[src/rtl/bounce_gen_pkg.sv]
// Shared definitions for the bounce generator: FSM states, LFSR polynomial and
// the small arithmetic helpers used by the generator and its LFSR.
package bounce_gen_pkg;

  typedef enum logic [1:0] {
    ST_IDLE       = 2'd0,
    ST_TOGGLE_GAP = 2'd1,
    ST_SETTLE     = 2'd2
  } state_e;

  localparam int unsigned LFSR_W        = 16;
  localparam logic [15:0] LFSR_MASK     = 16'hB400;
  localparam logic [15:0] LFSR_ZERO_SUB = 16'h0001;

  // One step of the right-shifting Galois LFSR; a non-zero state never maps to zero.
  function automatic logic [15:0] lfsr_next(input logic [15:0] s);
    logic [15:0] r;
    r = s >> 1;
    if (s[0]) begin
      r = r ^ LFSR_MASK;
    end
    return r;
  endfunction

  // 16-bit unsigned add clamped at all-ones.
  function automatic logic [15:0] sat_add16(input logic [15:0] a, input logic [15:0] b);
    logic [16:0] sum;
    sum = {1'b0, a} + {1'b0, b};
    return sum[16] ? 16'hFFFF : sum[15:0];
  endfunction

endpackage

[src/rtl/bounce_gen_lfsr16.sv]
// 16-bit Galois LFSR that advances only when step is high. A zero seed is
// replaced so the register can never lock up at zero.
module lfsr16
  import bounce_gen_pkg::*;
#(
  parameter logic [15:0] SEED = 16'hACE1
) (
  input  logic        clk,
  input  logic        rst,
  input  logic        step,
  output logic [15:0] q
);

  localparam logic [15:0] SEED_EFF = (SEED == 16'h0000) ? LFSR_ZERO_SUB : SEED;

  always_ff @(posedge clk or posedge rst) begin
    if (rst) begin
      q <= SEED_EFF;
    end else if (step) begin
      q <= lfsr_next(q);
    end
  end

endmodule

[src/rtl/bounce_gen.sv]
// Turns a level command into a pseudo-random burst of contact bounces that
// ends on the commanded level, then pulses done after a stable settle window.
module bounce_gen
  import bounce_gen_pkg::*;
#(
  parameter int unsigned BOUNCE_BITS = 3,
  parameter int unsigned GAP_BITS    = 4,
  parameter logic [15:0] MIN_GAP     = 16'd4,
  parameter logic [15:0] SETTLE_CNT  = 16'd1000,
  parameter logic [15:0] LFSR_SEED   = 16'hACE1
) (
  input  logic clk,
  input  logic rst,
  input  logic cmd_valid,
  input  logic cmd_level,
  output logic cmd_ready,
  output logic sig_out,
  output logic busy,
  output logic done
);

  localparam int unsigned REM_W       = BOUNCE_BITS + 2;
  localparam logic [15:0] SETTLE_EFF  = (SETTLE_CNT == 16'd0) ? 16'd1 : SETTLE_CNT;
  localparam logic [15:0] SETTLE_LAST = SETTLE_EFF - 16'd1;

  state_e            state;
  logic [REM_W-1:0]  rem;
  logic [15:0]       cnt;
  logic [15:0]       lfsr_q;

  logic              accept_c;
  logic              toggle_now_c;
  logic              lfsr_step_c;
  logic [REM_W-1:0]  toggles_c;
  logic [15:0]       gap_rand_c;
  logic [15:0]       gap_c;
  logic              unused_lfsr_c;

  assign accept_c     = (state == ST_IDLE) && cmd_valid && cmd_ready;
  assign toggle_now_c = (state == ST_TOGGLE_GAP) && (cnt == 16'd0);
  assign lfsr_step_c  = accept_c || toggle_now_c;

  // Toggle count is always odd (2n+1), so the burst ends on the new level.
  generate
    if (BOUNCE_BITS == 0) begin : g_no_bounce
      assign toggles_c = REM_W'(1);
    end else begin : g_bounce
      assign toggles_c = REM_W'({lfsr_q[BOUNCE_BITS-1:0], 1'b1});
    end
  endgenerate

  generate
    if (GAP_BITS == 0) begin : g_fixed_gap
      assign gap_rand_c = 16'd0;
    end else begin : g_rand_gap
      assign gap_rand_c = 16'(lfsr_q[GAP_BITS-1:0]);
    end
  endgenerate

  assign gap_c         = sat_add16(MIN_GAP, gap_rand_c);
  assign unused_lfsr_c = ^lfsr_q;

  lfsr16 #(
    .SEED(LFSR_SEED)
  ) u_lfsr (
    .clk (clk),
    .rst (rst),
    .step(lfsr_step_c),
    .q   (lfsr_q)
  );

  // cnt counts down to the next toggle in TOGGLE_GAP and to done in SETTLE.
  always_ff @(posedge clk or posedge rst) begin
    if (rst) begin
      state     <= ST_IDLE;
      rem       <= '0;
      cnt       <= 16'd0;
      sig_out   <= 1'b0;
      cmd_ready <= 1'b1;
      busy      <= 1'b0;
      done      <= 1'b0;
    end else begin
      done <= 1'b0;
      case (state)
        ST_IDLE: begin
          if (accept_c) begin
            cmd_ready <= 1'b0;
            busy      <= 1'b1;
            if (cmd_level == sig_out) begin
              state <= ST_SETTLE;
              cnt   <= SETTLE_EFF;
            end else begin
              state <= ST_TOGGLE_GAP;
              rem   <= toggles_c;
              cnt   <= 16'd0;
            end
          end
        end
        ST_TOGGLE_GAP: begin
          if (toggle_now_c) begin
            sig_out <= ~sig_out;
            rem     <= rem - REM_W'(1);
            if (rem == REM_W'(1)) begin
              state <= ST_SETTLE;
              cnt   <= SETTLE_LAST;
            end else begin
              cnt <= gap_c - 16'd1;
            end
          end else begin
            cnt <= cnt - 16'd1;
          end
        end
        ST_SETTLE: begin
          if (cnt == 16'd0) begin
            state     <= ST_IDLE;
            done      <= 1'b1;
            cmd_ready <= 1'b1;
            busy      <= 1'b0;
          end else begin
            cnt <= cnt - 16'd1;
          end
        end
        default: begin
          state <= ST_IDLE;
        end
      endcase
    end
  end

endmodule

[config.mk]
export PLATFORM = sky130hd
export DESIGN_NAME = bounce_gen
export DESIGN_NICKNAME = d
export VERILOG_FILES = /design/src/rtl/bounce_gen_pkg.sv /design/src/rtl/bounce_gen_lfsr16.sv /design/src/rtl/bounce_gen.sv
export SDC_FILE = /design/constraint.sdc
export NUM_CORES = 1
export LEC_CHECK = 0
export ABC_AREA = 1
export CAP_MARGIN = 10
export CORE_ASPECT_RATIO = 1.2
export CORE_MARGIN = 4
export CORE_UTILIZATION = 60
export CTS_CLUSTER_SIZE = 40
export DETAILED_ROUTE_END_ITERATION = 7
export PLACE_DENSITY = 0.89
export SETUP_SLACK_MARGIN = 0.1
export SLEW_MARGIN = 40
export SYNTH_ARGS = -nofsm -noshare
export SYNTH_HDL_FRONTEND = slang
export SYNTH_HIERARCHICAL = 1
export SYNTH_SLANG_ARGS = --single-unit
[constraint.sdc]
create_clock -name clk -period 4.6 [get_ports clk]
set_input_delay 0.46 -clock clk [delete_from_list [all_inputs] [get_ports clk]]
set_output_delay 0.46 -clock clk [all_outputs]
set_load 0.1 [all_outputs]
Word level (Yosys, flattened, before mapping)

Cells that the tools add are included.
Widths: inputs -> output; s select.

Bitwise logic cells: 2
Muxes and demuxes: 26
Reduce and logical (&&, ||, !) cells: 14
Add/subtract/negate cells: 4
Equal/unequal tests: 10

Operator list:

| cell                  | count |
|---|---|
| $mux 16               | 6 |
| $pmux 16 s3           | 1 |
| $sub 16x1->16 const B | 2 |
| $logic_not 16->1      | 1 |
| $mux 5                | 3 |
| $mux 10               | 1 |
| $mux 2                | 5 |
| $ne 2x2->1 const B    | 5 |
| $pmux 5 s2            | 1 |
| $reduce_and 4->1      | 2 |
| $mux 1                | 6 |
| $pmux 2 s3            | 1 |
| $reduce_and 3->1      | 2 |
| $add 3x4->5 const A   | 1 |
| $eq 5x1->1 const B    | 1 |
| $sub 5x1->5 const B   | 1 |
| $not 3->4             | 1 |
| $pmux 1 s2            | 2 |
| $reduce_bool 2->1     | 2 |
| $logic_and 1x1->1     | 3 |
| $reduce_bool 3->1     | 1 |
| $eq 2x1->1 const B    | 1 |
| $eq 2x2->1 const B    | 1 |
| $logic_not 2->1       | 1 |
| other kinds (5)       | 5 |

Output and inout bits: 4
Logic and storage cells: 64
Register bits: 43
Input port bits: 4

Depth between registers and ports, before layout

Gate-level depths: netlist of run 1.

Depth after elaboration: 6
Mapped depth: 12
Mapped depth without buffers: 12

Cells and area by module

Netlist of run 1, hierarchy kept.

Modules (own cells, without submodules):

| module     | instances | cells an instance | sequential area each (um^2) | area each (um^2) |
|---|---|---|---|---|
| bounce_gen | 1         | 343               | 676.9                       | 2,336.0 |
| lfsr16     | 1         | 71                | 410.4                       | 684.4 |

Least setup slack after synthesis of run 1

Ideal clock, no wire load.

Path kind: reg-to-reg
Start: reg sig_out
End: reg rem[3]
Path buffers: 0
Setup slack: 2.706 ns
Setup time: 0.122 ns
Required time: 4.478 ns
Cell stages (with the launch flop): 7
Clock period less this slack: 1.894 ns
Arrival time: 1.772 ns
Cell sequence: dfrtp_1 > xor2_1 > nor2_1 > nor3_2 > nand2_4 > o21ai_1 > nand2_1

Longest elaborated chain between the ends: 3

RTL lines:

| what                              | RTL line          | source |
|---|---|---|
| start: declaration                | bounce_gen.sv:17  | `output logic sig_out,` |
| start signal: assignment          | bounce_gen.sv:101 | `sig_out <= ~sig_out;` |
| $eq 1x1->1                        | bounce_gen.sv:89  | `if (cmd_level == sig_out) begin` |
| $ne 2x2->1 (no source line)       | n/a               |  |
| $reduce_and 4->1 (no source line) | n/a               |  |
| end signal: assignment            | bounce_gen.sv:94  | `rem <= toggles_c;` |
| end signal: assignment            | bounce_gen.sv:102 | `rem <= rem - REM_W'(1);` |
| end: declaration                  | bounce_gen.sv:27  | `logic [REM_W-1:0] rem;` |

Every way passes these cells.
A chain may end at the register's enable or synchronous reset.

Final worst setup path of run 1

Start: reg state[1]
End: reg u_lfsr.q[8]

Longest elaborated chain between the ends: 4
Elaborated cells on any way between the ends: 6
Those cells by class: 1 x eq/ne; 5 x reduce/logical

RTL lines:

| what                            | RTL line                | source |
|---|---|---|
| start: declaration              | bounce_gen.sv:26        | `state_e state;` |
| start signal: assignment        | bounce_gen.sv:75        | `state <= ST_IDLE;` |
| start signal: assignment        | bounce_gen.sv:90        | `state <= ST_SETTLE;` |
| start signal: assignment        | bounce_gen.sv:93        | `state <= ST_TOGGLE_GAP;` |
| $logic_not 2->1                 | bounce_gen.sv:39        | `assign accept_c = (state == ST_IDLE) && cmd_valid && cmd_ready;` |
| $logic_and 1x1->1 (2 in series) | bounce_gen.sv:39        |  |
| $logic_or 1x1->1 *              | bounce_gen.sv:41        | `assign lfsr_step_c = accept_c \|\| toggle_now_c;` |
| via lfsr_step_c                 | bounce_gen.sv:33        | `logic lfsr_step_c;` |
| end signal: assignment          | bounce_gen_lfsr16.sv:20 | `q <= lfsr_next(q);` |
| end: declaration                | bounce_gen_lfsr16.sv:11 | `output logic [15:0] q` |

Mark *: on every way through the listed nets, which the timed path passes. The rest lies on a longest branch.

==> results of run 1 <==
synthesized netlist by cell type:
master / n
nand4_1: 2
inv_6: 1
a21oi_4: 1
inv_1: 47
xnor2_1: 4
a21oi_1: 5
nor3_2: 1
dfstp_2: 9
o21ai_1: 10
nand2_8: 2
nor2_1: 32
nand3b_1: 2
nand3_1: 31
inv_2: 5
buf_2: 1
nand2_2: 14
nand4_4: 1
buf_6: 3
buf_12: 2
o21ai_0: 13
o2111ai_1: 1
nor3_1: 1
ha_1: 13
xor2_1: 9
nor2_8: 1
nor2_2: 5
nor2_4: 4
dfrtp_1: 34
or2_2: 1
nand2_4: 3
o21ai_2: 2
nand2_1: 152
a21oi_2: 2
logic make-up (layout without fill, tap and decap cells):
logic type / Yosys count / count (layout) / share of synthesized area
AOI/OAI and AO/OA: 34 / 34 / 0.0663
buffers and inverters: 59 / 68 / 0.0936
xor gates and xnor gates: 13 / 13 / 0.0377
adders and majority gates: 13 / 13 / 0.0539
DFF: 43 / 43 / 0.360
and+or+nand+nor: 252 / 252 / 0.389
routing by layer:
layer | vias to the layer above | share of wire
met5 | - | 0
met4 | 0 | 0.029
met3 | 20 | 0.046
met2 | 83 | 0.51
met1 | 1196 | 0.41
li1 | 1297 | -
cell type report:
class / instances / area (um2)
Tap cell: 60 / 75.1
Multi-Input combinational cell: 312 / 1650
Clock buffer: 5 / 68.8
Fill cell: 413 / 1750
Clock inverter: 3 / 20.0
Sequential cell: 43 / 1090
Timing Repair Buffer: 7 / 50.0
Inverter: 53 / 204
state kept, by name (all words and copies together), names as in the netlist:
signal     cells
sig_out        1
done           1
state          2
cmd_ready      1
cnt           16
busy           1
rem            5
u_lfsr/q      16
power by group through the flow:
stage                     sequential, W  combinational [W]  clock (W)
final                          0.000378          0.0000118   0.000243
after global routing           0.000378          0.0000135   0.000260
after CTS                      0.000378          0.0000123   0.000246
after detailed placement       0.000385          0.0000124          0
after global placement         0.000385          0.0000121          0
after floorplan                0.000385         0.00000681          0
path summary, 6_finish.rpt:
kind,end,depth (start not counted),slack (ns),start
max,u_lfsr/q[8]$_DFFE_PP0P_,7,2.39,state[1]$_DFFE_PP0P_
min,u_lfsr/q[6]$_DFFE_PP1P_,2,0.48,u_lfsr/q[7]$_DFFE_PP1P_
max reg2reg,u_lfsr/q[8]$_DFFE_PP0P_,7,2.39,state[1]$_DFFE_PP0P_
min reg2reg,u_lfsr/q[6]$_DFFE_PP1P_,2,0.48,u_lfsr/q[7]$_DFFE_PP1P_
max in group asynchronous,state[0]$_DFFE_PP0P_,2,3.65,rst
min in group asynchronous,u_lfsr/q[4]$_DFFE_PP0P_,2,0.56,rst
worst register-to-register path: stages, from the launching register on:
cell	delay, ns
dfrtp_1	0.40
inv_1	0.09
ha_1	0.51
nand3_1	0.23
nand2_1	0.54
inv_6	0.15
nand2_1	0.10
o21ai_1	0.07
per-stage QoR:
| step | cell area, um2 | total power (W) |
|---|---|---|
| after floorplan | 3020 | 0.000392 |
| after detailed placement | 3070 | 0.000398 |
| after CTS | 3160 | 0.000636 |
| after global routing | 3160 | 0.000651 |
| final | 3160 | 0.000633 |
| after global placement | 3090 | 0.000397 |
==> reports/qor.txt, run 1 <==
RSZ-0062 raised after global routing - false
Clock Sinks - 43
Mapped Nets - 431
Crit-path max FO - 19
Largest net degree at the start of global routing - 28
Met3 Use GR - 0.0363
GR met2 Demand/Resource - 0.384
Maximum clock path buffer count - 2
Drt first pass iters - 5
N_diodes - 0
Synth Cell Area - 3020 um2
Initial antenna violation count - 0
Clk_skew - 0.0127 ns
Clock Pin Slew Worst Setup and Hold Paths - 0.09 ns
Antenna viol nets, final - 0
Period minus WS final - 2.21 ns
Setup WS pre-CTS - 2.41 ns
CP bufs+invs - 2
Cell Int Power - 0.000487 W
Area delta synth->final - 4.47%
Arr. time, crit path - 2.39 ns
GPL Wtd Cong - 0.905
Row cnt - 28
GRT Util Overall - 0.221
Crit-path cells - inv_1, ha_1, nand3_1, nand2_1, inv_6, nand2_1, o21ai_1
Die area - 6240 um2
I/O pins - 8
Top achievable clock speed - 453 MHz
Core ar. - 4900 um2
Status - complete, no violations
Distinct cell type count after synthesis - 33
GR peak layer - met2
Post-CTS setup buffers - 0
Final hold slack - 0.477 ns
Critical path startpoint category - flop
CTS tree - done
Max-cap viol count - 0
CP most frequent cell - nand2_1
Headroom to the max-slew limit - 0.568
Vias in the first global route - 2522
Maximum VDD drop - 237 uV
Critical path data required time - 4.78 ns
Seq/Total Area, Yosys - 0.360
Starting Density - 0.616
Synth area leaders - dfrtp_1 28%, nand2_1 19%, dfstp_2 7.8%
Final wirelength - 6350 um
Highest cell delay on the worst timing path - 0.54 ns
Fin util - 0.643
Post-detail-place hpwl - 4690 um
Leakage - 1.73 nW
First-pass GRT wire length - 11000 um
Synth Warn # - 6
Root Driver - clkbuf_8
Post-synth top area cell - dfrtp_1
Yosys top cell area share - 0.282
Layout cells sized above 1 - 0.154
DRC viols - 0
Max-slew violation count - 0
Least-Margin Pin Slew - 0.647 ns
Drt wl/cell - 13.1 um
Syn Area/Cell - 7.30 um2
Cts bufs inserted - 5
PostCTS Resize Cnt - 0
Clock Power Share - 0.384
Clk_lat worst skew - 0.30 ns
Die H - 85.7 um
Slowest CP cell - nand2_1
Nets - 439
TNS Setup - 0 ns
Most common cell after layout, fill and taps aside - nand2_1
Period utilisation layout - 0.480
Final-report hold violation count - 0
Top delay family on crit path - simple AND/OR/NAND/NOR gates
Met1 Use GR - 0.270
Cell Pwr Density - 201 nW/um2
Combinational share of power - 0.019
Die width - 72.8 um
Non-filler instance count after layout - 483
Vias per inst - 5.37
Vias - 2596
CTS H-tree lvls - 2
Most frequent cells in the layout - 152 x nand2_1, 46 x inv_1, 34 x dfrtp_1
Sw Ratio - 0.231
Hold_buf cts - 0
Final setup vio count - 0
Post-Place Cells - 475
I/O Buffers - 7
CP endpoint kind - flop
P_sw - 0.000146 W
Worst Slack Setup Final - 2.39 ns
Crit Path Category - reg -> reg
Synth Register Bits - 43
Initial DRC Count - 189
Global route overflow - 0
Gate Count Post-Synth - 414
Flop pwr share - 0.598
Worst Hold Class - reg -> reg
No activity file was read; power rests on OpenSTA's default activity.
==> run 2: changes to the inputs <==
--- a/config.mk
+++ b/config.mk
@@ -9,10 +9,10 @@
 export CAP_MARGIN = 10
 export CORE_ASPECT_RATIO = 1.2
 export CORE_MARGIN = 4
-export CORE_UTILIZATION = 60
+export CORE_UTILIZATION = 56
 export CTS_CLUSTER_SIZE = 40
 export DETAILED_ROUTE_END_ITERATION = 7
-export PLACE_DENSITY = 0.89
+export PLACE_DENSITY = 0.87
 export SETUP_SLACK_MARGIN = 0.1
 export SLEW_MARGIN = 40
 export SYNTH_ARGS = -nofsm -noshare
==> constraint.sdc (replaced) <==
create_clock -name clk -period 1.95 [get_ports clk]
set_input_delay 0.195 -clock clk [delete_from_list [all_inputs] [get_ports clk]]
set_output_delay 0.195 -clock clk [all_outputs]
set_load 0.1 [all_outputs]
==> run 2 against run 1 <==
  * Clock-buffer cell count did not move
  * Sequential power rose by 140%
  * Non-clock buffer count rose by 11
  * Sequential share of layout area fell by 2.1 points
  * Clock power rose to 3.4 times the previous value
  * Critical path type unchanged
  * First-iteration DRC count rose by 17%
  * Routed wire length rose by 8.1%
  * Largest power group unchanged
  * Highest routed layer unchanged
  * Die area rose by 6.4%
  * Critical path depth rose by 3
  * Worst setup slack got worse by 2.2 ns
==> reports/qor.txt, run 2 (same netlist as run 1, synthesis figures left out) <==
Status - complete, no violations
CTS H-tree lvls - 2
Post-detail-place hpwl - 4770 um
Root Driver - clkbuf_8
Arr. time, crit path - 1.97 ns
Clk_lat worst skew - 0.30 ns
Cts bufs inserted - 5
Critical path data required time - 2.15 ns
Critical path startpoint category - flop
Critical Path Stages - 10
Row cnt - 29
Maximum VDD drop - 543 uV
Top achievable clock speed - 564 MHz
I/O pins - 8
Die area - 6640 um2
Crit-path max FO - 8
Drt first pass iters - 4
Die H - 88.5 um
N_diodes - 0
Least-Margin Pin Slew - 0.566 ns
Largest net degree at the start of global routing - 28
CTS tree - done
Highest cell delay on the worst timing path - 0.38 ns
Final wirelength - 6860 um
Hold_buf cts - 0
R2R depth - 10
TNS Setup - 0 ns
PnR Total Power - 0.00175 W
First-pass GRT wire length - 11300 um
Layout cells sized above 1 - 0.193
Initial antenna violation count - 0
CP endpoint kind - flop
GRT Util Overall - 0.218
Starting Density - 0.574
GPL Wtd Cong - 0.889
Global route overflow - 0
Nets - 452
CP most frequent cell - nor2_4
Top flop regs - cnt x16, u_lfsr/q x16, rem x5
Worst Hold Class - in -> async
Slowest CP cell - dfrtp_1
Vias - 2723
Headroom to the max-slew limit - 0.622
Final-report hold violation count - 0
RSZ-0062 raised after global routing - false
I/O Buffers - 7
Most common cell after layout, fill and taps aside - nand2_1
Drt wl/cell - 13.8 um
Maximum clock path buffer count - 2
Final setup vio count - 0
Most frequent cells in the layout - 151 x nand2_1, 46 x inv_1, 32 x dfrtp_1
Final hold slack - 0.278 ns
Max-cap viol count - 0
Cell Pwr Density - 521 nW/um2
Clock Pin Slew Worst Setup and Hold Paths - 0.09 ns
Clk_skew - 0.00619 ns
Clock Sinks - 43
Crit Path Category - reg -> reg
Worst Slack Setup Final - 0.178 ns
Antenna viol nets, final - 0
Max-slew violation count - 0
Top delay family on crit path - simple AND/OR/NAND/NOR gates
DRC viols - 0
Initial DRC Count - 221
CP bufs+invs - 2
Leakage - 1.81 nW
Crit-path cells - inv_1, ha_2, nand3_1, nor2_4, nand4_4, nand2_8, nor2_4, buf_12, nand2_2, nand2_1
Vias per inst - 5.47
Design area - 3370 um2
Setup WS pre-CTS - 0.207 ns
Core ar. - 5260 um2
Period utilisation layout - 0.909
Die width - 75.0 um
Vias in the first global route - 2621
Area delta synth->final - 11.5%
Period minus WS final - 1.77 ns
Placed cell area - 3120 um2
## run 2: changes by cell type in the layout (fill, tap and decap cells not counted), moves of 2 or more
cell / change
buf_4: +13
buf_2: -4
buf_12: +2
bufinv_16: +2
dfrtp_1: -2
dfrtp_2: +2
## run 2: stage by stage
step / utilization / cells
floorplan: - / 414
global placement: 0.594 / 481
detailed placement: 0.594 / 481
CTS: 0.620 / 489
global route: 0.640 / 498
finish: 0.640 / 498
## run 2: final timing paths
path,startpoint,to,slack (ns)
worst max-delay path,cnt[0]$_DFFE_PP0P_,cnt[0]$_DFFE_PP0P_,0.18
worst min-delay path,rst,u_lfsr/q[1]$_DFFE_PP0P_,0.28
worst max register to register,cnt[0]$_DFFE_PP0P_,cnt[0]$_DFFE_PP0P_,0.18
worst min register to register,u_lfsr/q[10]$_DFFE_PP1P_,u_lfsr/q[10]$_DFFE_PP1P_,0.48
max in group asynchronous,rst,u_lfsr/q[2]$_DFFE_PP0P_,1.27
min in group clk,u_lfsr/q[10]$_DFFE_PP1P_,u_lfsr/q[10]$_DFFE_PP1P_,0.48
## run 2: repair_timing
action,CTS,global route
setup buffers,0,7
endpoints found under the setup margin,0,13
gates resized for setup,0,8
## run 2: worst register-to-register path: cells and delay by family (launching register included)
kind	cells	cell delay [ns]
simple gates	7	0.83
flops	1	0.38
buf+inv	2	0.26
fa+ha+maj	1	0.20
## run 2: layout make-up
class / count / area [um2]
clock buffer: 5 / 68.8
inverter: 53 / 204
multi-input combinational: 314 / 1690
tap: 62 / 77.6
timing repair buffer: 18 / 168
sequential: 43 / 1090
fill: 410 / 1890
clock inverter: 3 / 67.6
## run 2: power breakdown
group	switching (W)	total (W)	leakage [nW]	internal, W
combinational	0.0000224	0.0000305	1.21	0.00000813
clock	0.000322	0.000833	0.0644	0.000511
sequential	0	0.000892	0.540	0.000892
## run 2: routing by layer
metal | track usage | part of all wire | up-vias | wire, um
li1 | - | - | 1326 | -
met1 | 0.267 | 0.40 | 1270 | 2730
met2 | 0.382 | 0.52 | 104 | 3580
met3 | 0.0432 | 0.050 | 23 | 346
met4 | 0.0696 | 0.031 | 0 | 211
met5 | 0 | 0 | - | 0
